--- src/rtl/adder_arbiter.sv ---
// Round-robin arbiter that lets four requesters share one external 4-input adder.
// One transaction at a time: IDLE grants, ISSUE captures the adder result, HOLD waits for rsp_ready.
module adder_arbiter #(
   parameter int W = 4
) (
   input  logic            clk,
   input  logic            rst,
   input  logic [3:0]      req_valid,
   input  logic [16*W-1:0] req_ops,
   output logic [3:0]      req_ready,
   output logic [W-1:0]    add_a,
   output logic [W-1:0]    add_b,
   output logic [W-1:0]    add_c,
   output logic [W-1:0]    add_d,
   input  logic [W-1:0]    add_sum,
   input  logic            add_ov,
   output logic            rsp_valid,
   input  logic            rsp_ready,
   output logic [1:0]      rsp_id,
   output logic [W-1:0]    rsp_sum,
   output logic            rsp_ov,
   output logic            busy,
   output logic [7:0]      txn_count
);

   typedef enum logic [1:0] {IDLE, ISSUE, HOLD} state_t;

   state_t         state_q, state_d;
   logic [1:0]     last_id_q, last_id_d;
   logic [W-1:0]   add_a_q, add_a_d, add_b_q, add_b_d;
   logic [W-1:0]   add_c_q, add_c_d, add_d_q, add_d_d;
   logic           rsp_valid_q, rsp_valid_d;
   logic [1:0]     rsp_id_q, rsp_id_d;
   logic [W-1:0]   rsp_sum_q, rsp_sum_d;
   logic           rsp_ov_q, rsp_ov_d;
   logic [7:0]     txn_count_q, txn_count_d;

   logic           grant_found;
   logic [1:0]     grant_id;
   logic [1:0]     idx;
   logic [4*W-1:0] sel_ops;
   logic           transfer;

   // Search starts one past the last winner so every requester gets a turn.
   always_comb begin
      grant_found = 1'b0;
      grant_id    = last_id_q;
      idx         = last_id_q;
      for (int k = 1; k <= 4; k++) begin
         idx = last_id_q + 2'(k);
         if (!grant_found && req_valid[idx]) begin
            grant_found = 1'b1;
            grant_id    = idx;
         end
      end
   end

   // Gated by rst so no grant is offered while reset holds the FSM in IDLE.
   assign req_ready = (state_q == IDLE && rst && grant_found) ? (4'(1) << grant_id) : 4'b0000;
   assign transfer  = |(req_valid & req_ready);
   assign sel_ops   = req_ops[32'(grant_id) * 4 * W +: 4 * W];

   always_comb begin
      state_d     = state_q;
      last_id_d   = last_id_q;
      add_a_d     = add_a_q;
      add_b_d     = add_b_q;
      add_c_d     = add_c_q;
      add_d_d     = add_d_q;
      rsp_valid_d = rsp_valid_q;
      rsp_id_d    = rsp_id_q;
      rsp_sum_d   = rsp_sum_q;
      rsp_ov_d    = rsp_ov_q;
      txn_count_d = txn_count_q;
      case (state_q)
         IDLE: begin
            if (transfer) begin
               add_a_d   = sel_ops[0*W +: W];
               add_b_d   = sel_ops[1*W +: W];
               add_c_d   = sel_ops[2*W +: W];
               add_d_d   = sel_ops[3*W +: W];
               rsp_id_d  = grant_id;
               last_id_d = grant_id;
               state_d   = ISSUE;
            end
         end
         ISSUE: begin
            rsp_sum_d   = add_sum;
            rsp_ov_d    = add_ov;
            rsp_valid_d = 1'b1;
            state_d     = HOLD;
         end
         HOLD: begin
            if (rsp_ready) begin
               rsp_valid_d = 1'b0;
               txn_count_d = txn_count_q + 8'd1;
               state_d     = IDLE;
            end
         end
         default: state_d = IDLE;
      endcase
   end

   always_ff @(posedge clk or negedge rst) begin
      if (!rst) begin
         state_q     <= IDLE;
         last_id_q   <= 2'd3;
         add_a_q     <= '0;
         add_b_q     <= '0;
         add_c_q     <= '0;
         add_d_q     <= '0;
         rsp_valid_q <= 1'b0;
         rsp_id_q    <= 2'd0;
         rsp_sum_q   <= '0;
         rsp_ov_q    <= 1'b0;
         txn_count_q <= 8'd0;
      end else begin
         state_q     <= state_d;
         last_id_q   <= last_id_d;
         add_a_q     <= add_a_d;
         add_b_q     <= add_b_d;
         add_c_q     <= add_c_d;
         add_d_q     <= add_d_d;
         rsp_valid_q <= rsp_valid_d;
         rsp_id_q    <= rsp_id_d;
         rsp_sum_q   <= rsp_sum_d;
         rsp_ov_q    <= rsp_ov_d;
         txn_count_q <= txn_count_d;
      end
   end

   assign add_a     = add_a_q;
   assign add_b     = add_b_q;
   assign add_c     = add_c_q;
   assign add_d     = add_d_q;
   assign rsp_valid = rsp_valid_q;
   assign rsp_id    = rsp_id_q;
   assign rsp_sum   = rsp_sum_q;
   assign rsp_ov    = rsp_ov_q;
   assign busy      = (state_q != IDLE);
   assign txn_count = txn_count_q;

endmodule

--- config.mk ---
export PLATFORM = sky130hd
export DESIGN_NAME = adder_arbiter
export DESIGN_NICKNAME = d
export VERILOG_FILES = /design/src/rtl/adder_arbiter.sv
export SDC_FILE = /design/constraint.sdc
export NUM_CORES = 1
export LEC_CHECK = 0
export CORE_AREA = 2 2 71 73
export CTS_BUF_LIST = sky130_fd_sc_hd__clkbuf_4 sky130_fd_sc_hd__clkbuf_8
export CTS_CLUSTER_SIZE = 40
export DETAILED_ROUTE_END_ITERATION = 10
export DIE_AREA = 0 0 73 75
export PLACE_DENSITY = 0.89
export SETUP_SLACK_MARGIN = 0.1
export SYNTH_ARGS = -nofsm -noshare
export SYNTH_HDL_FRONTEND = slang
export SYNTH_SLANG_ARGS = --single-unit
--- constraint.sdc ---
create_clock -name clk -period 4 [get_ports clk]
set_input_delay 0.8 -clock clk [delete_from_list [all_inputs] [get_ports clk]]
set_output_delay 0.8 -clock clk [all_outputs]
set_load 0.1 [all_outputs]
==> impl_summary.log <==
INFO  metric outcome = finished, final reports clean
INFO  metric port_buffers = 112
INFO  metric synth_unique_cells = 35
INFO  metric drt_pass1_iterations = 4
INFO  metric fin_setup_tns = 0 ps
INFO  metric total_clock_buffers_created_by_cts = 5
INFO  metric area_contributors_post_synth = sky130_fd_sc_hd__dfrtp_1, sky130_fd_sc_hd__mux2i_1, sky130_fd_sc_hd__o221ai_2
INFO  metric regToRegStartpoint = last_id_q[1]
INFO  metric num_antenna_cells = 0
INFO  metric ys.warnings.count = 0
INFO  metric criticalPathCategory = in2out
INFO  metric fill_cells = 364
INFO  metric synth_edf_count = 0
INFO  metric ctsResizeCount = 0
INFO  metric fin_area = 0.00330 mm^2
INFO  metric max_freq = 286 MHz
INFO  metric layout_min_cycle_time = 3500 ps
INFO  metric final.period_utilization = 87.5%
INFO  metric reg2reg_setup_slack = 2070 ps
INFO  metric netlist_instances = 169
INFO  metric timing.rr.end = add_d[2]
INFO  metric worst_pin_slew = 1000 ps
INFO  metric final_antenna_net_count = 0
INFO  metric grt_max_degree = 37
INFO  metric hold_buffer_count_at_cts = 0
INFO  metric overflow = 0
INFO  metric share_clk_of_total_power = 10.1%
INFO  metric relative_slew_slack = 33.1%
INFO  metric max_vdd_drop = 0.000721 V
INFO  metric most_congested_layer_reported_by_global_routing = met2
INFO  metric finalSetupViolations = 0
INFO  metric cap_violations = 0
INFO  metric clock_skew = 4.39 ps
INFO  metric antenna_found_initial = 0
INFO  metric die_area = 0.00548 mm^2
INFO  metric grt_pass1_wl = 8.81 mm
INFO  metric later_pin_clock_latency_in_the_skew_report = 290 ps
INFO  metric launching_instance_or_port_of_the_critical_path = req_valid[3]
INFO  metric synthesis.nets = 246
INFO  metric yosysTopAreaCellShare = 42.8%
INFO  metric synth.largest_area_cell = sky130_fd_sc_hd__dfrtp_1
INFO  metric htreeDepth = 2
INFO  metric routed_wirelength = 5.59 mm
INFO  metric die-width = 73 um
INFO  metric ioPinCount = 113
INFO  metric holdCritStartpoint = txn_count[7]
INFO  metric hold_path.class = reg2reg
INFO  metric first_global_vias = 1820
INFO  metric final_core_util = 70.7%
INFO  metric timing.reg2reg.worst_path_depth = 5
INFO  metric finalPower = 0.00319 W
INFO  metric cp.required = 3200 ps
INFO  metric initial_util = 42.6%
INFO  metric cellInternalPower = 0.00135 W
INFO  metric power.density = 967 mW/mm^2
INFO  metric critical_path_peak_fanout = 17
INFO  metric cts_root_buf = sky130_fd_sc_hd__clkbuf_8
INFO  metric rows = 25
INFO  metric drt_iter0_drc = 135
INFO  metric pins_over_their_slew_limit = 0
INFO  metric detailed_place.area = 0.00319 mm^2
INFO  metric place_hpwl = 4.32 mm
INFO  metric seq_area_frac_synth = 45.5%
INFO  metric design.core.area = 0.00466 mm^2
INFO  metric netlist_area_pre_place = 0.00199 mm^2
INFO  metric rsz0062_at_grt = no
INFO  metric tritoncts = yes
INFO  metric combinational_group_share_of_total_power = 69.4%
INFO  metric track_usage = 21.4%
INFO  metric timing.hold.worst_path_depth = 1
INFO  metric die_h = 75 um
INFO  metric power.sequential.fraction = 20.5%
INFO  metric final_net_count = 361
INFO  metric vias = 1781
INFO  metric wl_per_cell = 16.5 um
INFO  metric cts.sinks = 36
INFO  metric routed_via_density = 5.25
INFO  metric grtUsageMet2 = 36.8%
INFO  metric finalHoldViolCount = 0
INFO  metric gpl.final_weighted_congestion = 0.760
INFO  metric post_synthesis_async_set_or_reset_flop_share = 100%
INFO  metric grtUsageMet3 = 4.42%
INFO  metric path_clk_slew = 70 ps
INFO  metric clock_buffer_depth = 2
INFO  metric postSynthAreaPerCell = 11.8 um^2
INFO  metric layout-area-overhead-vs-synth = 65.9%
INFO  metric start_kind = primary input
INFO  metric cellLeakagePower = 1.42 nW
INFO  metric cts_post_setup_buffers_inserted = 0
INFO  metric cp.arrival = 2700 ps
INFO  metric crit_path_end_kind = output pin
INFO  metric detail_route.drc_violations = 0
INFO  metric use_met1 = 26.2%
INFO  metric swShare = 57.5%
INFO  metric worstHoldEndpoint = txn_count[7]
INFO  metric layout-drive-gt1-share = 13.7%
INFO  metric synth_top_flop_cell = sky130_fd_sc_hd__dfrtp_1
INFO  metric flops_latches_synth = 36
INFO  metric p_sw = 0.00183 W
==> cell type report <==
class | count | area [um^2] | share of cell area, %
inverters | 4 | 17.5 | 0.531
repair buffers | 117 | 1190 | 36.2
well taps | 54 | 67.6 | 2.05
clock inverters | 2 | 35.0 | 1.06
flip-flops and latches | 36 | 903 | 27.4
multi-input cells | 120 | 1000 | 30.4
clock buffers | 6 | 76.3 | 2.31
==> sequential cells by signal, summed over array words and instances (netlist names) <==
name,flops
state_q,2
rsp_ov,1
add_d,4
add_c,4
txn_count,8
rsp_sum,4
rsp_valid,1
add_a,4
rsp_id,2
add_b,4
last_id_q,2
==> how the worst max path moves through the flow <==
stage | to | slack [ps]
5_1_grt | req_ready[2] | 370
3_5_place_dp | req_ready[2] | 520
2_1_floorplan | req_ready[0] | 240
6_report | req_ready[2] | 500
4_1_cts | req_ready[2] | 520
3_3_place_gp | req_ready[2] | 630
==> cell families after synthesis <==
family	Yosys count	synth area share [%]
DFF	36	45.5
AOI/OAI and AO/OA	28	14.9
xor gates and xnor gates	7	3.09
and+or+nand+nor	45	11.0
buffers and inverters	13	4.91
muxes	39	20.0
adders and majority gates	1	0.630
==> layout by cell type, fill, tap and decap left out, drive strengths merged, types with 2 or more instances in the layout <==
cell | synthesis | layout
nor2b | 2 | 2
clkbuf | 2 | 6
xor2 | 2 | 2
nand3 | 2 | 2
o21ai | 2 | 2
dfstp | 2 | 2
mux2i | 33 | 33
nand4 | 2 | 2
clkdlybuf4s50 | 0 | 107
o221ai | 17 | 17
o21a | 3 | 3
mux2 | 6 | 6
xnor2 | 5 | 5
dfrtp | 34 | 34
nor2 | 11 | 11
buf | 7 | 10
and3 | 3 | 3
inv | 4 | 4
o311ai | 2 | 2
nand2 | 21 | 21
==> critical path, cell delays in order <==
cell                              delay (ps)
sky130_fd_sc_hd__clkdlybuf4s50_1         650
sky130_fd_sc_hd__nor2b_1                  80
sky130_fd_sc_hd__o21ai_0                 250
sky130_fd_sc_hd__o311a_1                 280
sky130_fd_sc_hd__nand2_4                 190
sky130_fd_sc_hd__nor2_1                  240
sky130_fd_sc_hd__buf_12                  210
==> routing by layer <==
| metal | share of wire, % | up-vias | routed length [um] |
|---|---|---|---|
| li1 | - | 848 | - |
| met3 | 6.1 | 11 | 343 |
| met2 | 53 | 72 | 2940 |
| met1 | 39 | 850 | 2190 |
| met5 | 0 | - | 0 |
| met4 | 2.1 | 0 | 120 |
==> power groups by stage <==
stage | registers, W | logic [W] | clock network, W
4_1_cts | 0.000653 | 0.00223 | 0.000326
6_report | 0.000652 | 0.00221 | 0.000322
5_1_grt | 0.000676 | 0.00230 | 0.000339
2_1_floorplan | 0.00165 | 0.000692 | 0
3_5_place_dp | 0.000654 | 0.00222 | 0
3_3_place_gp | 0.000647 | 0.00219 | 0
==> synthesized netlist by cell type (2+ instances only) <==
master / count
sky130_fd_sc_hd__buf_6: 2
sky130_fd_sc_hd__mux2_2: 6
sky130_fd_sc_hd__o21ai_0: 2
sky130_fd_sc_hd__o21a_1: 3
sky130_fd_sc_hd__o221ai_1: 9
sky130_fd_sc_hd__mux2i_1: 33
sky130_fd_sc_hd__nand2_1: 19
sky130_fd_sc_hd__clkbuf_1: 2
sky130_fd_sc_hd__xnor2_1: 5
sky130_fd_sc_hd__dfstp_2: 2
sky130_fd_sc_hd__nand2_4: 2
sky130_fd_sc_hd__nor2b_1: 2
sky130_fd_sc_hd__nand4_1: 2
sky130_fd_sc_hd__nand3_1: 2
sky130_fd_sc_hd__and3_1: 3
sky130_fd_sc_hd__buf_8: 2
sky130_fd_sc_hd__xor2_1: 2
sky130_fd_sc_hd__buf_4: 2
sky130_fd_sc_hd__inv_1: 3
sky130_fd_sc_hd__nor2_1: 11
sky130_fd_sc_hd__dfrtp_1: 34
sky130_fd_sc_hd__o221ai_2: 8
==> through the flow <==
step | worst slack, ps | instances | hold slack (ps)
floorplan | 238 | 169 | 463
global placement | 634 | 331 | 460
detailed placement | 524 | 331 | 473
CTS | 518 | 339 | 483
global route | 374 | 339 | 513
finish | 502 | 339 | 483
No activity file was read; power rests on OpenSTA's default activity.
